==> config.mk <==
export PLATFORM = sky130hd
export DESIGN_NAME = kbd_fifo
export DESIGN_NICKNAME = d
export VERILOG_FILES = /design/src/rtl/kbd_fifo.sv
export SDC_FILE = /design/constraint.sdc
export NUM_CORES = 1
export LEC_CHECK = 0
export ABC_AREA = 1
export CELL_PAD_IN_SITES_DETAIL_PLACEMENT = 1
export CELL_PAD_IN_SITES_GLOBAL_PLACEMENT = 1
export CORE_MARGIN = 4
export CORE_UTILIZATION = 46
export DETAILED_ROUTE_END_ITERATION = 6
export PLACE_DENSITY_LB_ADDON = 0.1
export SLEW_MARGIN = 10
export SYNTH_ARGS = -nofsm -noshare
export SYNTH_HDL_FRONTEND = slang
export SYNTH_SLANG_ARGS = --single-unit
==> constraint.sdc <==
create_clock -name clock -period 2.15 [get_ports clock]
set_input_delay 0.43 -clock clock [delete_from_list [all_inputs] [get_ports clock]]
set_output_delay 0.43 -clock clock [all_outputs]
set_load 0.02 [all_outputs]
==> src/rtl/kbd_fifo.sv <==
// Keyboard key buffer between the PS/2 decoder and the CPU KBD_ASCII read port.
// First-word-fall-through FIFO with a sticky overflow flag and a packed status word.
module kbd_fifo #(
    parameter  int DEPTH = 16,
    localparam int AW    = $clog2(DEPTH)
) (
    input  logic          clock,
    input  logic          reset,
    input  logic          key_valid,
    input  logic [7:0]    key_ascii,
    input  logic          rd_en,
    input  logic          flush,
    input  logic          clr_ovf,
    output logic [7:0]    rd_data,
    output logic          empty,
    output logic          full,
    output logic [AW:0]   count,
    output logic          overflow,
    output logic [31:0]   status
);

    logic [7:0]    mem_q [DEPTH];
    logic [AW-1:0] wp_q, wp_d;
    logic [AW-1:0] rp_q, rp_d;
    logic [AW:0]   count_q, count_d;
    logic          ovf_q, ovf_d;

    logic key_req;
    logic do_pop;
    logic do_push;
    logic drop;

    assign empty = (count_q == '0);
    assign full  = (count_q == (AW+1)'(DEPTH));

    // 8'h00 is the decoder's "no key / break" code and never enters the queue.
    assign key_req = key_valid && (key_ascii != 8'h00);
    assign do_pop  = rd_en && !empty;
    assign do_push = key_req && (!full || do_pop);
    assign drop    = key_req && full && !do_pop;

    // NOTE: every signal gets a default at the top of the block, so no path can infer a latch.
    always_comb begin
        wp_d    = wp_q;
        rp_d    = rp_q;
        count_d = count_q;
        if (flush) begin
            wp_d    = '0;
            rp_d    = '0;
            count_d = '0;
        end else begin
            if (do_push) wp_d = wp_q + AW'(1);
            if (do_pop)  rp_d = rp_q + AW'(1);
            case ({do_push, do_pop})
                2'b10:   count_d = count_q + (AW+1)'(1);
                2'b01:   count_d = count_q - (AW+1)'(1);
                default: count_d = count_q;
            endcase
        end
    end

    // A drop in the same cycle as clr_ovf must leave the flag set.
    always_comb begin
        ovf_d = ovf_q;
        if (drop)         ovf_d = 1'b1;
        else if (clr_ovf) ovf_d = 1'b0;
    end

    // NOTE: state registers use non-blocking assignments so all of them update together at the edge.
    always_ff @(posedge clock or negedge reset) begin
        if (!reset) begin
            wp_q    <= '0;
            rp_q    <= '0;
            count_q <= '0;
            ovf_q   <= 1'b0;
        end else begin
            wp_q    <= wp_d;
            rp_q    <= rp_d;
            count_q <= count_d;
            ovf_q   <= ovf_d;
        end
    end

    // NOTE: the storage array has no reset; count gates rd_data, so stale contents are never visible.
    always_ff @(posedge clock) begin
        if (do_push && !flush) mem_q[wp_q] <= key_ascii;
    end

    assign rd_data  = empty ? 8'h00 : mem_q[rp_q];
    assign count    = count_q;
    assign overflow = ovf_q;
    assign status   = {ovf_q, full, empty, 13'b0, 8'(count_q), rd_data};

endmodule

==> results of run 1 <==
## sequential cells by signal, indices dropped and copies added (netlist names)
register  count
mem_q       128
count         5
rp_q          4
wp_q          4
overflow      1
## layout make-up
cell class / count / area, sq um
Clock buffer: 21 / 470
Clock inverter: 11 / 109
Fill cell: 1389 / 4820
Inverter: 22 / 92.6
Multi-Input combinational cell: 375 / 2210
Sequential cell: 142 / 4200
Tap cell: 176 / 220
Timing Repair Buffer: 131 / 1340
## final timing paths
kind,startpoint,to,slack (ns),depth (start not counted)
min in group clock,key_ascii[1],mem_q[8][1],0.53,2
max,rp_q[0],status[7],-0.38,10
max in group asynchronous,reset,rp_q[0],1.62,2
max reg2reg,count[2],count[4],0.22,14
min,reset,count[0],0.32,2
min reg2reg,overflow,overflow,0.57,2
## cell families (layout without fill, tap and decap cells)
logic type,after synthesis,count (layout),synth area share (%)
xor gates and xnor gates,4,4,0.546
adders and majority gates,9,9,1.87
DFF,142,142,65.3
and+or+nand+nor,309,309,21.7
AOI/OAI and AO/OA,37,37,3.35
other,1,16,0.0584
buffers and inverters,79,185,7.10
## power breakdown
| group | switching (mW) | internal (mW) | total [mW] |
|---|---|---|---|
| Combinational | 2.45 | 1.92 | 4.37 |
| Clock | 1.19 | 1.69 | 2.88 |
| Sequential | 0.0611 | 3.08 | 3.14 |
## through the flow
| stage | setup WS (ns) | util [%] | area, sq um |
|---|---|---|---|
| finish | -0.378 | 64.1 | 8630 |
| global route | -0.427 | 64.1 | 8630 |
| CTS | -0.321 | 61.9 | 8330 |
| detailed placement | -0.616 | 55.2 | 7430 |
| global placement | -0.453 | 55.2 | 7430 |
| floorplan | 0.0627 | - | 6470 |
## placed cells by master (no fill, tap or decap), types with 3 or more instances in the layout
cell type        netlist  routed
buf_6                  0      21
buf_4                 36      66
nand3_1              111      70
nor2_1                26      24
nor2_2                 1       3
clkbuf_16              0      18
clkinvlp_4             0       7
clkdlybuf4s50_1        0      17
dfrtp_1               14      13
o21a_1                 9       9
dlymetal6s2s_1         0       6
ha_1                   8       6
nand2_2                1      16
dlygate4sd2_1          0       6
inv_1                 12      12
nand2_4                2       5
a21oi_2                1      16
clkbuf_8               0       3
a21oi_1               19       3
conb_1                 1      16
inv_2                  6       5
buf_8                  0       3
o21ai_1                6       6
nand2_1              159     141
nor2_4                 4       4
nand3_2                0      40
buf_12                 0       9
edfxtp_1             128     128
## layer usage
metal,global-route usage (%),vias to the layer above,share of wire (%)
li1,-,2181,-
met1,30.3,2455,40
met5,0,-,0
met2,45.4,149,53
met4,8.33,0,2.1
met3,5.33,29,4.7
## repair_timing
action / 4_1_cts / 5_1_grt
setup endpoints to repair: 21 / 19
pin swaps: 26 / 32
gates cloned: 3 / 1
gates resized for setup: 148 / 66
buffers inserted: 4 / 6
==> out/metrics.csv, run 1 <==
stage,metric,value,unit
status,violations,negative setup slack,
logic_synthesis,ys_types,33,
logic_synthesis,synth_most_common_cell,nand2_1,
setup_path,criticalPathCategory,flip-flop to primary output,
timing,period_share,118,%
grt,grt_max_degree,22,
logic_synthesis,synth_edf_count,128,
clocking,cts_tree,done,
clocking,cts_buffers,17,
grt,grt_pass1_vias,5261,
grt,grt_pass1_wl,30100,um
setup_path,critPathTopFamily,buffers and inverters,
routing,wl,19800,um
logic_synthesis,yosys.area.top_type_share,59.9,%
routing,drc,0,
logic_synthesis,yosys.area.top_type,edfxtp_1,
power,power_density,1200,nW/um^2
routing,routed-via-count,4814,
finish,finalNonFillerCells,878,
setup_path,path_max_fanout,7,
logic_synthesis,synth_seq_cells,142,
clocking,clock-sinks,142,
timing,hold_viol,0,
setup_path,arrival,2.10,ns
floorplan,die_area,15900,sq um
grt,antenna_found_initial,0,
placed_design,dp_cells,835,
floorplan,start_util,47.7,%
logic_synthesis,netlist_area,6420,sq um
timing,fin_ws,-0.378,ns
logic_synthesis,synth_area_leaders,"edfxtp_1, nand2_1, nand3_1",
timing,max_freq,396,MHz
routing,routed_via_density,5.48,
setup_path,cp_slowest_cell,dfrtp_2,
clocking,cts.htree.levels,4,
routing,drt-wirelength-per-cell,22.5,um
floorplan,dieHeight,126,um
logic_synthesis,ys.flop_type,edfxtp_1,
clocking,clkTransAtPathRegs,0.06,ns
setup_path,path_cells,clkinv_4 -> buf_12 -> buf_16 -> buf_8 -> nand2_4 -> nand3_2 -> nand3_2 -> a21oi_2 -> o21a_1 -> buf_6,
setup_path,critPathRequiredTime,1.72,ns
power,leakagePower,3.39,nW
floorplan,die_w,126,um
timing,fin_worst_skew,0.00615,ns
logic_synthesis,syn_inst,581,
timing,post-route-min-period,2.53,ns
floorplan,io_pins,62,
setup_path,cp_num_buf_inv,5,
logic_synthesis,ys_seq_area_share,65.3,%
setup_path,worstSetupEndpointType,primary output,
power,ir_drop,0.767,mV
logic_synthesis,ys_warn_count,0,
floorplan,core,13500,sq um
routing,drt_iter0_drc,417,
timing,tns,-5.01,ns
finish,final_nets,712,
logic_synthesis,synth_common_cells,"nand2_1, edfxtp_1, nand3_1, buf_4, nor2_1",
finish,drive_above_1_share,33.5,%
floorplan,num_rows,42,
timing,fin_hold_ws,0.324,ns
routing,firstDrtPassIters,4,
setup_path,max_stage_delay,0.46,ns
clocking,hold_buffers,0,
clocking,clk_latency,0.42,ns
job,cap_violations,0,
worst_hold_path,min_path_type,primary input to asynchronous set/reset pin,
placed_design,dp_hpwl,12300,um
timing,final-setup-viol-count,16,
routing,drtAntennaViolNets,0,
grt,overflow,0,
logic_synthesis,avgSynthCellArea,11.0,sq um
finish,num_antenna_cells,0,
placed_design,io_buffer_count,45,
clocking,cts.path.max_buffers,2,
status,status,finished with violations,
setup_path,crit_top_cell,nand3_2,
placed_design,gp_congestion,0.857,
grt,grt_usage,25.3,%
clocking,cts-root-buf,clkbuf_16,
finish,syn2layout_area_growth,34.4,%
timing,rsz0062_at_grt,yes,
timing,maxSlewViolCount,0,
logic_synthesis,synthArstFlopShare,9.86,%
setup_path,critPathLaunchType,flip-flop,
power,totalPowerFinal,10.4,mW
Note: power is estimated with default switching activity, not from simulation.
==> run 2: changes to the inputs <==
--- a/constraint.sdc
+++ b/constraint.sdc
@@ -3,2 +3,2 @@
 set_output_delay 0.43 -clock clock [all_outputs]
-set_load 0.02 [all_outputs]
+set_load 0.005 [all_outputs]
==> out/metrics.csv, run 2 (synthesis gave the netlist of run 1 again) <==
stage,metric,value,unit,change
status,status,finished with violations,,
status,violations,negative setup slack,,
power,seqPwrFrac,30.8,%,+0.5 points
setup_path,path_max_fanout,7,,unchanged
routing,drt_iter0_drc,410,,-1.7%
timing,rsz0062_at_grt,yes,,
routing,drt-wirelength-per-cell,24.4,um,+8.5%
power,leakagePower,3.54,nW,+4.3%
power,power_density,1150,nW/um^2,-4.1%
routing,wl,21800,um,+10%
floorplan,io_pins,62,,unchanged
setup_path,path_cells,clkinv_4 -> buf_6 -> buf_16 -> nand2_4 -> nand3_2 -> nand3_2 -> a21oi_2 -> o21a_1 -> buf_6 -> buf_6,,
setup_path,worstSetupEndpointType,primary output,,
setup_path,criticalPathCategory,flip-flop to primary output,,
finish,regArea,4200,sq um,+0.12%
setup_path,crit_path_start,rp_q[0],,
placed_design,gp_congestion,0.850,,-0.78%
clocking,clock-sinks,142,,unchanged
placed_design,dpl_worst_slack,-0.602,ns,+0.0141 ns
finish,finalNonFillerCells,892,,+1.6%
clocking,cts.htree.levels,4,,unchanged
setup_path,worst-path-stages,10,,unchanged
setup_path,rr_endpoint,count[4],,
routing,highest_layer,met4,,
routing,routed_via_density,5.71,,+4.2%
placed_design,dp_hpwl,12200,um,-1.3%
routing,drtAntennaViolNets,0,,unchanged
clocking,cts-root-buf,clkbuf_16,,
finish,fillCellCount,1358,,-2.2%
setup_path,r2r_slack,0.10,ns,-0.12 ns
floorplan,core,13500,sq um,unchanged
power,totalPowerFinal,10.3,mW,-0.89%
setup_path,r2r_cells,15,,+1
routing,routed-via-count,5096,,+5.9%
job,cap_violations,0,,unchanged
setup_path,max_stage_delay,0.46,ns,about the same
timing,slew_headroom,64.6,%,
setup_path,critPathRequiredTime,1.72,ns,about the same
setup_path,r2r_start,count[1],,
power,switchingPower,3.55,mW,-3.9%
clocking,hold_buffers,0,,unchanged
grt,grt_usage,26.3,%,+1.0 points
finish,syn2layout_area_growth,38.9,%,
clocking,cts.path.max_buffers,2,,unchanged
routing,drc,0,,unchanged
finish,fin_area,8920,sq um,+3.3%
power,sw_frac_of_total,34.5,%,-1.1 points
timing,fin_worst_skew,0.00895,ns,+0.00280 ns
power,ir_drop,1.09,mV,+42%
floorplan,die_w,126,um,unchanged
setup_path,critPathLaunchType,flip-flop,,
setup_path,crit_top_cell,buf_6,,
power,combPwrFrac,42.8,%,+0.7 points
clocking,clkTransAtPathRegs,0.06,ns,about the same
setup_path,crit_path_end,rd_data[4],,
finish,largest-register,mem_q,,
clocking,cts_tree,done,,
timing,fin_ws,-0.375,ns,+0.00298 ns
setup_path,arrival,2.10,ns,about the same
timing,post-route-min-period,2.53,ns,-0.00298 ns
timing,period_share,117,%,-0.14 points
grt,grt_pass1_wl,31400,um,+4.3%
worst_hold_path,min_path_type,primary input to asynchronous set/reset pin,,
finish,final_nets,726,,+2.0%
timing,hold_viol,0,,unchanged
setup_path,critPathTopFamily,buffers and inverters,,
power,pwr-share-clk,26.4,%,-1.3 points
setup_path,cp_num_buf_inv,5,,unchanged
setup_path,cp_slowest_cell,dfrtp_2,,
routing,route.met3.wl,1240,um,+33%
placed_design,dp_cells,825,,-1.2%
finish,final_cell_mix,"nand2_1, edfxtp_1, buf_4",,
routing,firstDrtPassIters,5,,+1
finish,largest_reg_flops,128,,unchanged
finish,num_antenna_cells,0,,unchanged
finish,multi_input_area,2430,sq um,+10%
timing,maxSlewViolCount,0,,unchanged
power,intPower,6.74,mW,+0.77%
grt,overflow,0,,unchanged
placed_design,io_buffer_count,45,,unchanged
floorplan,die_area,15900,sq um,unchanged
floorplan,num_rows,42,,unchanged
placed_design,placed_cell_area,7340,sq um,-1.2%
floorplan,dieHeight,126,um,unchanged
grt,antenna_found_initial,0,,unchanged
timing,final-setup-viol-count,16,,unchanged
routing,dr_wl_met2,11400,um,+8.6%
finish,final_common_cell,nand2_1,,
timing,max_freq,396,MHz,+0.12%
grt,grt_pass1_vias,5596,,+6.4%
clocking,clk_latency,0.43,ns,about the same
floorplan,start_util,47.7,%,unchanged
finish,drive_above_1_share,39.4,%,+5.9 points
timing,worst_slew_pin_slew,0.528,ns,
routing,met1_length,8290,um,+5.3%
clocking,cts_buffers,17,,unchanged
grt,grt_max_degree,24,,+9.1%
==> run 2: area by class of cell <==
class / instances / share of cell area, %
clock buffers: 18 / 4.81
clock inverters: 14 / 1.14
inverters: 22 / 1.09
multi-input cells: 375 / 27.2
flip-flops and latches: 142 / 47.1
well taps: 176 / 2.47
repair buffers: 145 / 16.1
==> run 2: timing repair <==
item,4_1_cts,5_1_grt
endpoints found under the setup margin,22,18
pin swaps,33,42
setup buffers,21,11
resized for setup,150,96
cloned,4,3
==> run 2: worst reg2reg max path, stage by stage (launching register included) <==
cell and delay, ns:
dfrtp_1 0.41, nor2_4 0.16, nand4_4 0.12, buf_6 0.15, nand2_4 0.06, inv_4 0.04
nand2_4 0.09, inv_4 0.06, ha_4 0.29, nand3b_1 0.13, nand3_2 0.11, nand2_1 0.07
nand2_1 0.07, nand2_1 0.06, nand2_1 0.08, nand2_1 0.06
==> run 2: stage by stage <==
stage	hold WS [ns]	setup TNS (ns)	utilization (%)
6_report	0.320	-4.83	66.3
5_1_grt	0.322	-5.87	66.3
4_1_cts	0.312	-4.20	62.5
3_5_place_dp	0.577	-44.14	54.6
3_3_place_gp	0.537	-38.30	54.6
2_1_floorplan	0.134	0	-
==> run 2: how the worst min path moves through the flow <==
| stage | from | endpoint | slack (ns) | cells past startpoint |
|---|---|---|---|---|
| finish | reset | rp_q[3] | 0.32 | 2 |
| global route | reset | count[1] | 0.32 | 2 |
| CTS | reset | count[1] | 0.31 | 2 |
| detailed placement | overflow | overflow | 0.58 | 2 |
| global placement | overflow | overflow | 0.54 | 2 |
| floorplan | reset | count[0] | 0.13 | 0 |
==> run 2: power groups by stage <==
stage	clock (mW)	sequential, mW	combinational [mW]
2_1_floorplan	0	3.20	1.70
3_3_place_gp	0	3.21	2.97
3_5_place_dp	0	3.21	3.07
4_1_cts	2.70	3.17	3.76
5_1_grt	2.87	3.18	4.68
6_report	2.72	3.17	4.41
==> run 2: per-layer routing <==
metal	track usage, %	vias up
met5	0	-
met4	11.9	0
met3	6.56	60
met2	45.7	222
met1	30.7	2601
li1	-	2213
